===== config.mk =====
export PLATFORM = sky130hd
export DESIGN_NAME = iiitb_duty_btn_ctrl
export DESIGN_NICKNAME = d
export VERILOG_FILES = /design/src/rtl/iiitb_duty_btn_ctrl_pkg.sv /design/src/rtl/iiitb_btn_debounce.sv /design/src/rtl/iiitb_duty_btn_ctrl.sv
export SDC_FILE = /design/constraint.sdc
export NUM_CORES = 1
export LEC_CHECK = 0
export ABC_AREA = 0
export CAP_MARGIN = 10
export CORE_UTILIZATION = 57
export DETAILED_ROUTE_END_ITERATION = 6
export DONT_BUFFER_PORTS = 1
export PLACE_DENSITY = 0.73
export SLEW_MARGIN = 5
export SYNTH_ARGS = -nofsm -noshare
export SYNTH_HDL_FRONTEND = slang
export SYNTH_SLANG_ARGS = --single-unit

===== constraint.sdc =====
create_clock -name clk -period 4.1 [get_ports clk]
set_input_delay 0.41 -clock clk [delete_from_list [all_inputs] [get_ports clk]]
set_output_delay 0.41 -clock clk [all_outputs]
set_load 0.005 [all_outputs]

===== src/rtl/iiitb_duty_btn_ctrl_pkg.sv =====
// Shared constants for the duty button front-end and PWM stage.
// Defaults assume a 100 MHz system clock.
package iiitb_duty_btn_ctrl_pkg;

   localparam int unsigned DEF_DB_CYCLES     = 1000000;
   localparam int unsigned DEF_REPEAT_EN     = 1;
   localparam int unsigned DEF_REPEAT_DELAY  = 50000000;
   localparam int unsigned DEF_REPEAT_PERIOD = 20000000;
   localparam int unsigned DEF_CNT_W         = 32;

   typedef enum logic [1:0] {
      ST_IDLE,
      ST_HOLD,
      ST_REPEAT
   } press_st_t;

endpackage


===== src/rtl/iiitb_btn_debounce.sv =====
// Two-flop synchroniser followed by a stable-level debounce counter.
// The accepted level only flips after DB_CYCLES consecutive differing cycles.
module iiitb_btn_debounce
   import iiitb_duty_btn_ctrl_pkg::*;
#(
   parameter int unsigned DB_CYCLES = DEF_DB_CYCLES,
   parameter int unsigned CNT_W     = DEF_CNT_W
) (
   input  logic clk,
   input  logic rst_n,
   input  logic raw,
   output logic db
);

   localparam logic [CNT_W-1:0] CNT_TOP = CNT_W'(DB_CYCLES - 1);

   logic             s1;
   logic             s2;
   logic [CNT_W-1:0] cnt;

   always_ff @(posedge clk or negedge rst_n) begin
      if (!rst_n) begin
         s1  <= 1'b0;
         s2  <= 1'b0;
         db  <= 1'b0;
         cnt <= '0;
      end else begin
         s1 <= raw;
         s2 <= s1;
         if (s2 == db) begin
            cnt <= '0;
         end else if (cnt == CNT_TOP) begin
            db  <= s2;
            cnt <= '0;
         end else begin
            cnt <= cnt + 1'b1;
         end
      end
   end

endmodule


===== src/rtl/iiitb_duty_btn_ctrl.sv =====
// Button front-end for iiitb_pwm_gen: debounce, press pulses,
// hold-to-repeat and mutual suppression of up/down requests.
module iiitb_duty_btn_ctrl
   import iiitb_duty_btn_ctrl_pkg::*;
#(
   parameter int unsigned DB_CYCLES     = DEF_DB_CYCLES,
   parameter int unsigned REPEAT_EN     = DEF_REPEAT_EN,
   parameter int unsigned REPEAT_DELAY  = DEF_REPEAT_DELAY,
   parameter int unsigned REPEAT_PERIOD = DEF_REPEAT_PERIOD,
   parameter int unsigned CNT_W         = DEF_CNT_W
) (
   input  logic clk,
   input  logic rst_n,
   input  logic btn_up_raw,
   input  logic btn_dn_raw,
   output logic increase_duty,
   output logic decrease_duty,
   output logic btn_up_db,
   output logic btn_dn_db
);

   localparam logic [CNT_W-1:0] DLY_TOP =
      CNT_W'(REPEAT_DELAY - 1);
   localparam logic [CNT_W-1:0] PER_TOP =
      CNT_W'(REPEAT_PERIOD - 1);
   localparam logic REP = (REPEAT_EN != 0);

   logic [1:0]       db;
   press_st_t        st_q  [2];
   press_st_t        st_d  [2];
   logic [CNT_W-1:0] tmr_q [2];
   logic [CNT_W-1:0] tmr_d [2];
   logic [1:0]       fire;
   logic [1:0]       pls_d;
   logic [1:0]       pls_q;

   iiitb_btn_debounce #(
      .DB_CYCLES (DB_CYCLES),
      .CNT_W     (CNT_W)
   ) u_db_up (
      .clk   (clk),
      .rst_n (rst_n),
      .raw   (btn_up_raw),
      .db    (db[0])
   );

   iiitb_btn_debounce #(
      .DB_CYCLES (DB_CYCLES),
      .CNT_W     (CNT_W)
   ) u_db_dn (
      .clk   (clk),
      .rst_n (rst_n),
      .raw   (btn_dn_raw),
      .db    (db[1])
   );

   always_ff @(posedge clk or negedge rst_n) begin
      if (!rst_n) begin
         for (int c = 0; c < 2; c++) begin
            st_q[c]  <= ST_IDLE;
            tmr_q[c] <= '0;
         end
         pls_q <= '0;
      end else begin
         for (int c = 0; c < 2; c++) begin
            st_q[c]  <= st_d[c];
            tmr_q[c] <= tmr_d[c];
         end
         pls_q <= pls_d;
      end
   end

   // A release always wins over a repeat due in the same cycle.
   always_comb begin
      fire = '0;
      for (int c = 0; c < 2; c++) begin
         st_d[c]  = st_q[c];
         tmr_d[c] = tmr_q[c];
         unique case (st_q[c])
            ST_IDLE: begin
               if (db[c]) begin
                  st_d[c]  = ST_HOLD;
                  tmr_d[c] = '0;
                  fire[c]  = 1'b1;
               end
            end
            ST_HOLD: begin
               if (!db[c]) begin
                  st_d[c]  = ST_IDLE;
                  tmr_d[c] = '0;
               end else if (tmr_q[c] == DLY_TOP) begin
                  tmr_d[c] = '0;
                  if (REP) begin
                     st_d[c] = ST_REPEAT;
                     fire[c] = 1'b1;
                  end
               end else begin
                  tmr_d[c] = tmr_q[c] + 1'b1;
               end
            end
            ST_REPEAT: begin
               if (!db[c]) begin
                  st_d[c]  = ST_IDLE;
                  tmr_d[c] = '0;
               end else if (tmr_q[c] == PER_TOP) begin
                  tmr_d[c] = '0;
                  fire[c]  = 1'b1;
               end else begin
                  tmr_d[c] = tmr_q[c] + 1'b1;
               end
            end
            default: begin
               st_d[c]  = ST_IDLE;
               tmr_d[c] = '0;
            end
         endcase
      end
   end

   // A pulse can only fire while its own db is high, so the two
   // suppression terms make the outputs mutually exclusive.
   always_comb begin
      pls_d    = '0;
      pls_d[0] = fire[0] & ~db[1];
      pls_d[1] = fire[1] & ~db[0];
   end

   assign increase_duty = pls_q[0];
   assign decrease_duty = pls_q[1];
   assign btn_up_db     = db[0];
   assign btn_dn_db     = db[1];

endmodule


# Yosys cells after proc, flatten, opt, wreduce, memory -nomap -nowiden
# Cells that the tools add are included.
[totals]
regBits = 140
inputBits = 4
output_inout_bits = 4
wordCells = 85
[classes]
addsub = 4
eq_ne = 18
muxes = 38
n_bitwise = 6
n_reduce_logical = 6
[op_table]
columns = ["op", "count"]
rows = [
  ["32-bit two-way mux", 14],
  ["32-bit one-hot mux with 3 select lines", 2],
  ["32-bit by 1-bit adder with 32-bit output, second input constant", 4],
  ["32-bit by 20-bit equality test with 1-bit output, second input constant", 2],
  ["32-bit by 25-bit equality test with 1-bit output, second input constant", 2],
  ["32-bit by 26-bit equality test with 1-bit output, second input constant", 2],
  ["2-bit two-way mux", 8],
  ["2-bit one-hot mux with 3 select lines", 2],
  ["1-bit two-way mux", 10],
  ["3-bit != test, second input constant", 2],
  ["1-bit one-hot mux with 3 select lines", 2],
  ["3-bit AND reduction", 2],
  ["2-bit by 1-bit equality test with 1-bit output, second input constant", 2],
  ["2-bit equality test, second input constant", 2],
  ["2-bit logical NOT", 2],
  ["2-bit by 1-bit != test with 1-bit output, second input constant", 2],
  ["2-bit != test, second input constant", 2],
  ["1-bit NOT", 4],
  ["2-bit AND reduction", 2],
  ["1-bit bitwise AND", 2],
  ["1-bit equality test", 2],
]

# Longest topological paths before layout
[logic_depth]
ltp_word = 5
ltp_mapped = 9
mapped_depth_nobuf = 7

# By module
# From an unflattened synthesis, not the netlist that was laid out.
[hier_totals]
hier_cells = 863
area_unflattened_um2 = 7801.2
[by_module_without_submodules]
columns = ["mod", "instances", "cells_each", "area_per_inst_um2", "seq_area_each_um2"]
rows = [
  ["iiitb_duty_btn_ctrl", 1, 501, 4245.3, 1751.7],
  ["iiitb_btn_debounce", 2, 181, 1778.0, 875.8],
]

# Worst setup path before layout
# OpenSTA, ideal clock, no wires.
[synth_path]
path_type = "register to register"
start = "register tmr_q[58] (netlist name)"
end = "register tmr_q[63] (netlist name)"
setup_ps = 136
t_arrival_ps = 1977
required_time_ps = 3964
path_slack_ps = 1987
path_stages_with_launch = 7
n_path_buf = 1
period_less_slack_ps = 2113
cell_sequence = "dfrtp_1 -> or4_1 -> nor4_4 -> a31oi_2 -> buf_2 -> o2111ai_1 -> o211ai_1"
[synth_between]
elab_chain_len = 4
elab_cells_between_ends = 8
cone_classes = "add/sub: 1; eq/ne: 2; mux: 5"
[synth_lines]
columns = ["item", "line", "rtl"]
rows = [
  ["from (decl)", "iiitb_duty_btn_ctrl.sv:31", "logic [CNT_W-1:0] tmr_q [2];"],
  ["from (signal, indexed assignment)", "iiitb_duty_btn_ctrl.sv:67", "tmr_q[c] <= tmr_d[c];"],
  ["32-bit by 1-bit adder with 32-bit output, or another cell as far along", "iiitb_duty_btn_ctrl.sv:98, iiitb_duty_btn_ctrl.sv:109", ""],
  ["32-bit two-way mux, on equally long branches", "iiitb_duty_btn_ctrl.sv:105, iiitb_duty_btn_ctrl.sv:91", ""],
  ["32-bit two-way mux, on equally long branches", "iiitb_duty_btn_ctrl.sv:102, iiitb_duty_btn_ctrl.sv:88", ""],
  ["32-bit one-hot mux with 3 select lines (*)", "iiitb_duty_btn_ctrl.sv:79", "unique case (st_q[c])"],
]
# Every way passes the cells marked *; elsewhere a longest branch is shown, timed or not.
# A chain may end at the register's enable or synchronous reset.

# Final worst setup path
[layout_path]
start = "register tmr_q[39] (netlist name)"
end = "register tmr_q[52] (netlist name)"
# The elaborated chain is that of the path after synthesis.

==> summary.txt <==
Outcome
  – Outcome: complete, but fails checks
  – Failing checks: negative hold slack

GRT
  – Grt total ovfl: 0
  – Vias in the first global route: 6,350
  – Largest net degree at the start of global routing: 141
  – First-pass GRT wire length: 31,100 µm
  – Initial antenna violation count: 0
  – Gr usage total: 26.1%

Logic synthesis
  – Mapped Area: 0.00834 mm²
  – Syn Area/Cell: 8.61 µm²
  – Post-synth EDFFs: 0
  – Yosys warns: 0
  – Register area share after synthesis: 42.0%
  – Ys flop type: dfrtp_1
  – Cell accounting for the most synthesized area: dfrtp_1
  – Largest cells by area after synthesis: dfrtp_1, nand2_1, xnor2_1, nor2_1, nor4_1
  – Post-Syn Instances: 969
  – Post-synthesis register bit count: 140
  – Async set-reset flop share out of synthesis: 100%
  – Post-Syn Nets: 985
  – Synth top area share: 42.0%
  – Yosys cell types: 58

Setup path
  – Crit-path max cell delay: 0.61 ns
  – CP max stage cell: nor2_1
  – CP delay by family, top: simple AND/OR/NAND/NOR gates
  – Critical-path cell list: or4_1, nor3_1, a31oi_2, buf_4, nor2_1, o311ai_0
  – Critical Path RT: 4.37 ns
  – CP max FO: 24
  – CP Launch Type: register
  – Buffers & Inverters on Critical Path: 1
  – Worst setup EP type: register
  – Arrival @ worst endpoint: 3.11 ns
  – Crit path kind: reg -> reg

Final layout
  – Seq. cell area: 0.00350 mm²
  – # nets final: 960
  – Antenna cells: 0
  – Area Overhead vs Synth: 8.00%
  – Layout fillers: 1,209
  – Share of layout cells above drive strength 1: 5.44%
  – Area occupied by multi-input gates: 0.00445 mm²

Clocking
  – CTS Sinks: 140
  – CTS resizes: 0
  – Htree depth: 4
  – Clk Latency, worst-skew pair: 0.43 ns
  – CTS Root Cell: clkbuf_16
  – CTS buffer count: 17
  – Clock Tree Buf Depth: 2
  – Setup Buffers After CTS: 0
  – CTS tree: yes
  – Post-cts hold buffer count: 3
  – Clk pin slew, worst setup/hold paths: 0.06 ns

Power and ir drop
  – Worst vdd ir: 294 µV
  – Leakage: 3.55 nW
  – Cell Pwr Density: 327 mW/mm²

Timing
  – Max-slew violations: 0
  – Hold Fails Final Rpt: 40
  – Endpoints failing setup: 0
  – Skew final: 0.00678 ns
  – Fin Hold WS: -0.0533 ns
  – F_max: 352 MHz
  – Final period util: 69.2%
  – TNS Setup: 0 ns
  – Worst-Margin Slew: 0.980 ns
  – RSZ-0062 raised after global routing: no
  – Min Tclk post-route: 2.84 ns
  – Max-slew headroom: 34.7%

Route
  – Wire per inst: 16.2 µm
  – DRC Markers: 0
  – Drt total wl: 18,400 µm
  – Pre-Repair DR Iteration Count: 5
  – Via count: 7,131
  – ANT nets after route: 0
  – Initial drt markers: 601
  – Vias/cell: 6.28

Floorplan
  – Io pins: 8
  – Chip height: 123 µm
  – DIE AREA: 0.0151 mm²
  – Die W: 123 µm
  – Initial core utilization: 59.2%
  – Core outline area: 0.0141 mm²
  – Row count: 43

Placement
  – Final GP Congestion: 0.871
  – Number of port buffers: 0
  – Post-DP HPWL: 11,600 µm

Worst hold path
  – Hold WC Path Type: in -> async

Flow run
  – Maxcap violations: 0
-- synthesized netlist by cell type (all sizes together) (14+ instances only) --
cell     count
a21oi       17
and2        19
and3        18
and4        18
buf         14
clkbuf      41
dfrtp      140
inv         41
nand2      140
nand3       48
nand4       40
nor2        83
nor3        41
nor4        43
o2111ai     23
o211ai      24
o21ai       27
o221ai      14
o22ai       14
xnor2       41
xor2        16
-- layout by cell type (no fill, tap or decap), types with 3 or more instances in the layout --
| cell | synthesis | final |
|---|---|---|
| or4_1 | 13 | 13 |
| dfrtp_1 | 140 | 140 |
| o21a_1 | 6 | 6 |
| and4_1 | 17 | 17 |
| nor2_1 | 83 | 82 |
| o211ai_1 | 24 | 24 |
| clkbuf_16 | 0 | 17 |
| nor3_1 | 41 | 41 |
| inv_1 | 41 | 41 |
| nor2b_1 | 7 | 6 |
| a41oi_1 | 4 | 4 |
| ha_1 | 12 | 12 |
| nor4_1 | 42 | 42 |
| nand2_1 | 140 | 140 |
| and3_1 | 18 | 18 |
| xnor2_1 | 41 | 41 |
| nand4_1 | 39 | 39 |
| nand3_1 | 47 | 47 |
| o2111ai_1 | 23 | 23 |
| and2_1 | 19 | 19 |
| a21oi_1 | 17 | 17 |
| o221ai_1 | 14 | 14 |
| a22oi_1 | 5 | 5 |
| clkinv_2 | 0 | 4 |
| a31oi_1 | 5 | 5 |
| nor4b_1 | 5 | 5 |
| o22ai_1 | 14 | 14 |
| o31a_1 | 11 | 11 |
| xor2_1 | 16 | 16 |
| or3_1 | 12 | 12 |
| buf_4 | 3 | 8 |
| clkinvlp_4 | 0 | 3 |
| a21boi_0 | 3 | 3 |
| o21ai_0 | 26 | 26 |
-- power by group --
group | switching [mW] | internal, mW
combinational | 0.0399 | 0.0106
clock | 0.594 | 0.904
sequential | 0.00596 | 1.39
-- area by class of cell --
cell class              count  share of cell area (%)
multi-input cells         733                    49.4
well taps                 180                    2.50
flip-flops and latches    140                    38.9
repair buffers             11                    1.19
inverters                  41                    1.71
clock inverters            11                    1.33
clock buffers              20                    4.96
-- sequential cells by signal, indices dropped and copies added, names as in the netlist, 2 cells and up --
signal       count
u_db_up.cnt     32
u_db_dn.cnt     32
tmr_q           64
st_q             4
pls_q            2
-- metrics by stage --
step                power [mW]  worst slack (ns)  util, %  instances  area, µm²
floorplan                 1.44              1.99        -        969       8340
global placement          1.44              1.38     59.5       1102       8390
detailed placement        1.44              1.30     59.5       1102       8390
CTS                       2.98              1.29     63.9       1136       9010
global route              3.03              1.06     63.9       1136       9010
finish                    2.94              1.26     63.9       1136       9010
-- worst reg2reg max path, delay by kind of cell (launching register included) --
kind | cells | cell delay [ns]
flip-flops | 1 | 0.45
AND/OR/NAND/NOR | 3 | 1.61
AO/OA/AOI/OAI | 2 | 0.37
buffers and inverters | 1 | 0.25
-- layer usage --
metal	part of all wire, %	global-route usage, %
met2	45	39.5
met5	0	0
met1	49	37.1
met4	1.5	9.30
met3	4.2	5.30
-- final timing paths --
path / startpoint / endpoint / slack [ns] / cells after the start
worst max-delay path: tmr_q[39] / tmr_q[52] / 1.26 / 6
worst min-delay path: rst_n / tmr_q[50] / -0.05 / 1
worst max register to register: tmr_q[39] / tmr_q[52] / 1.26 / 6
worst min register to register: u_db_dn.s1 / u_db_dn.s2 / 0.37 / 0
max in group asynchronous: rst_n / u_db_dn.cnt[29] / 3.61 / 1
min in group clk: u_db_dn.s1 / u_db_dn.s2 / 0.37 / 0
-- cell families after synthesis --
kind of cell | count (synthesis) | share of synthesized area, %
adder cells (fa/ha/maj) | 12 | 1.80
XOR/XNOR | 57 | 5.99
AO/OA/AOI/OAI | 164 | 14.2
flip-flops | 140 | 42.0
multiplexers | 3 | 0.375
buffers and inverters | 96 | 4.70
AND/OR/NAND/NOR | 497 | 30.9
Note: power is estimated with default switching activity, not from simulation.
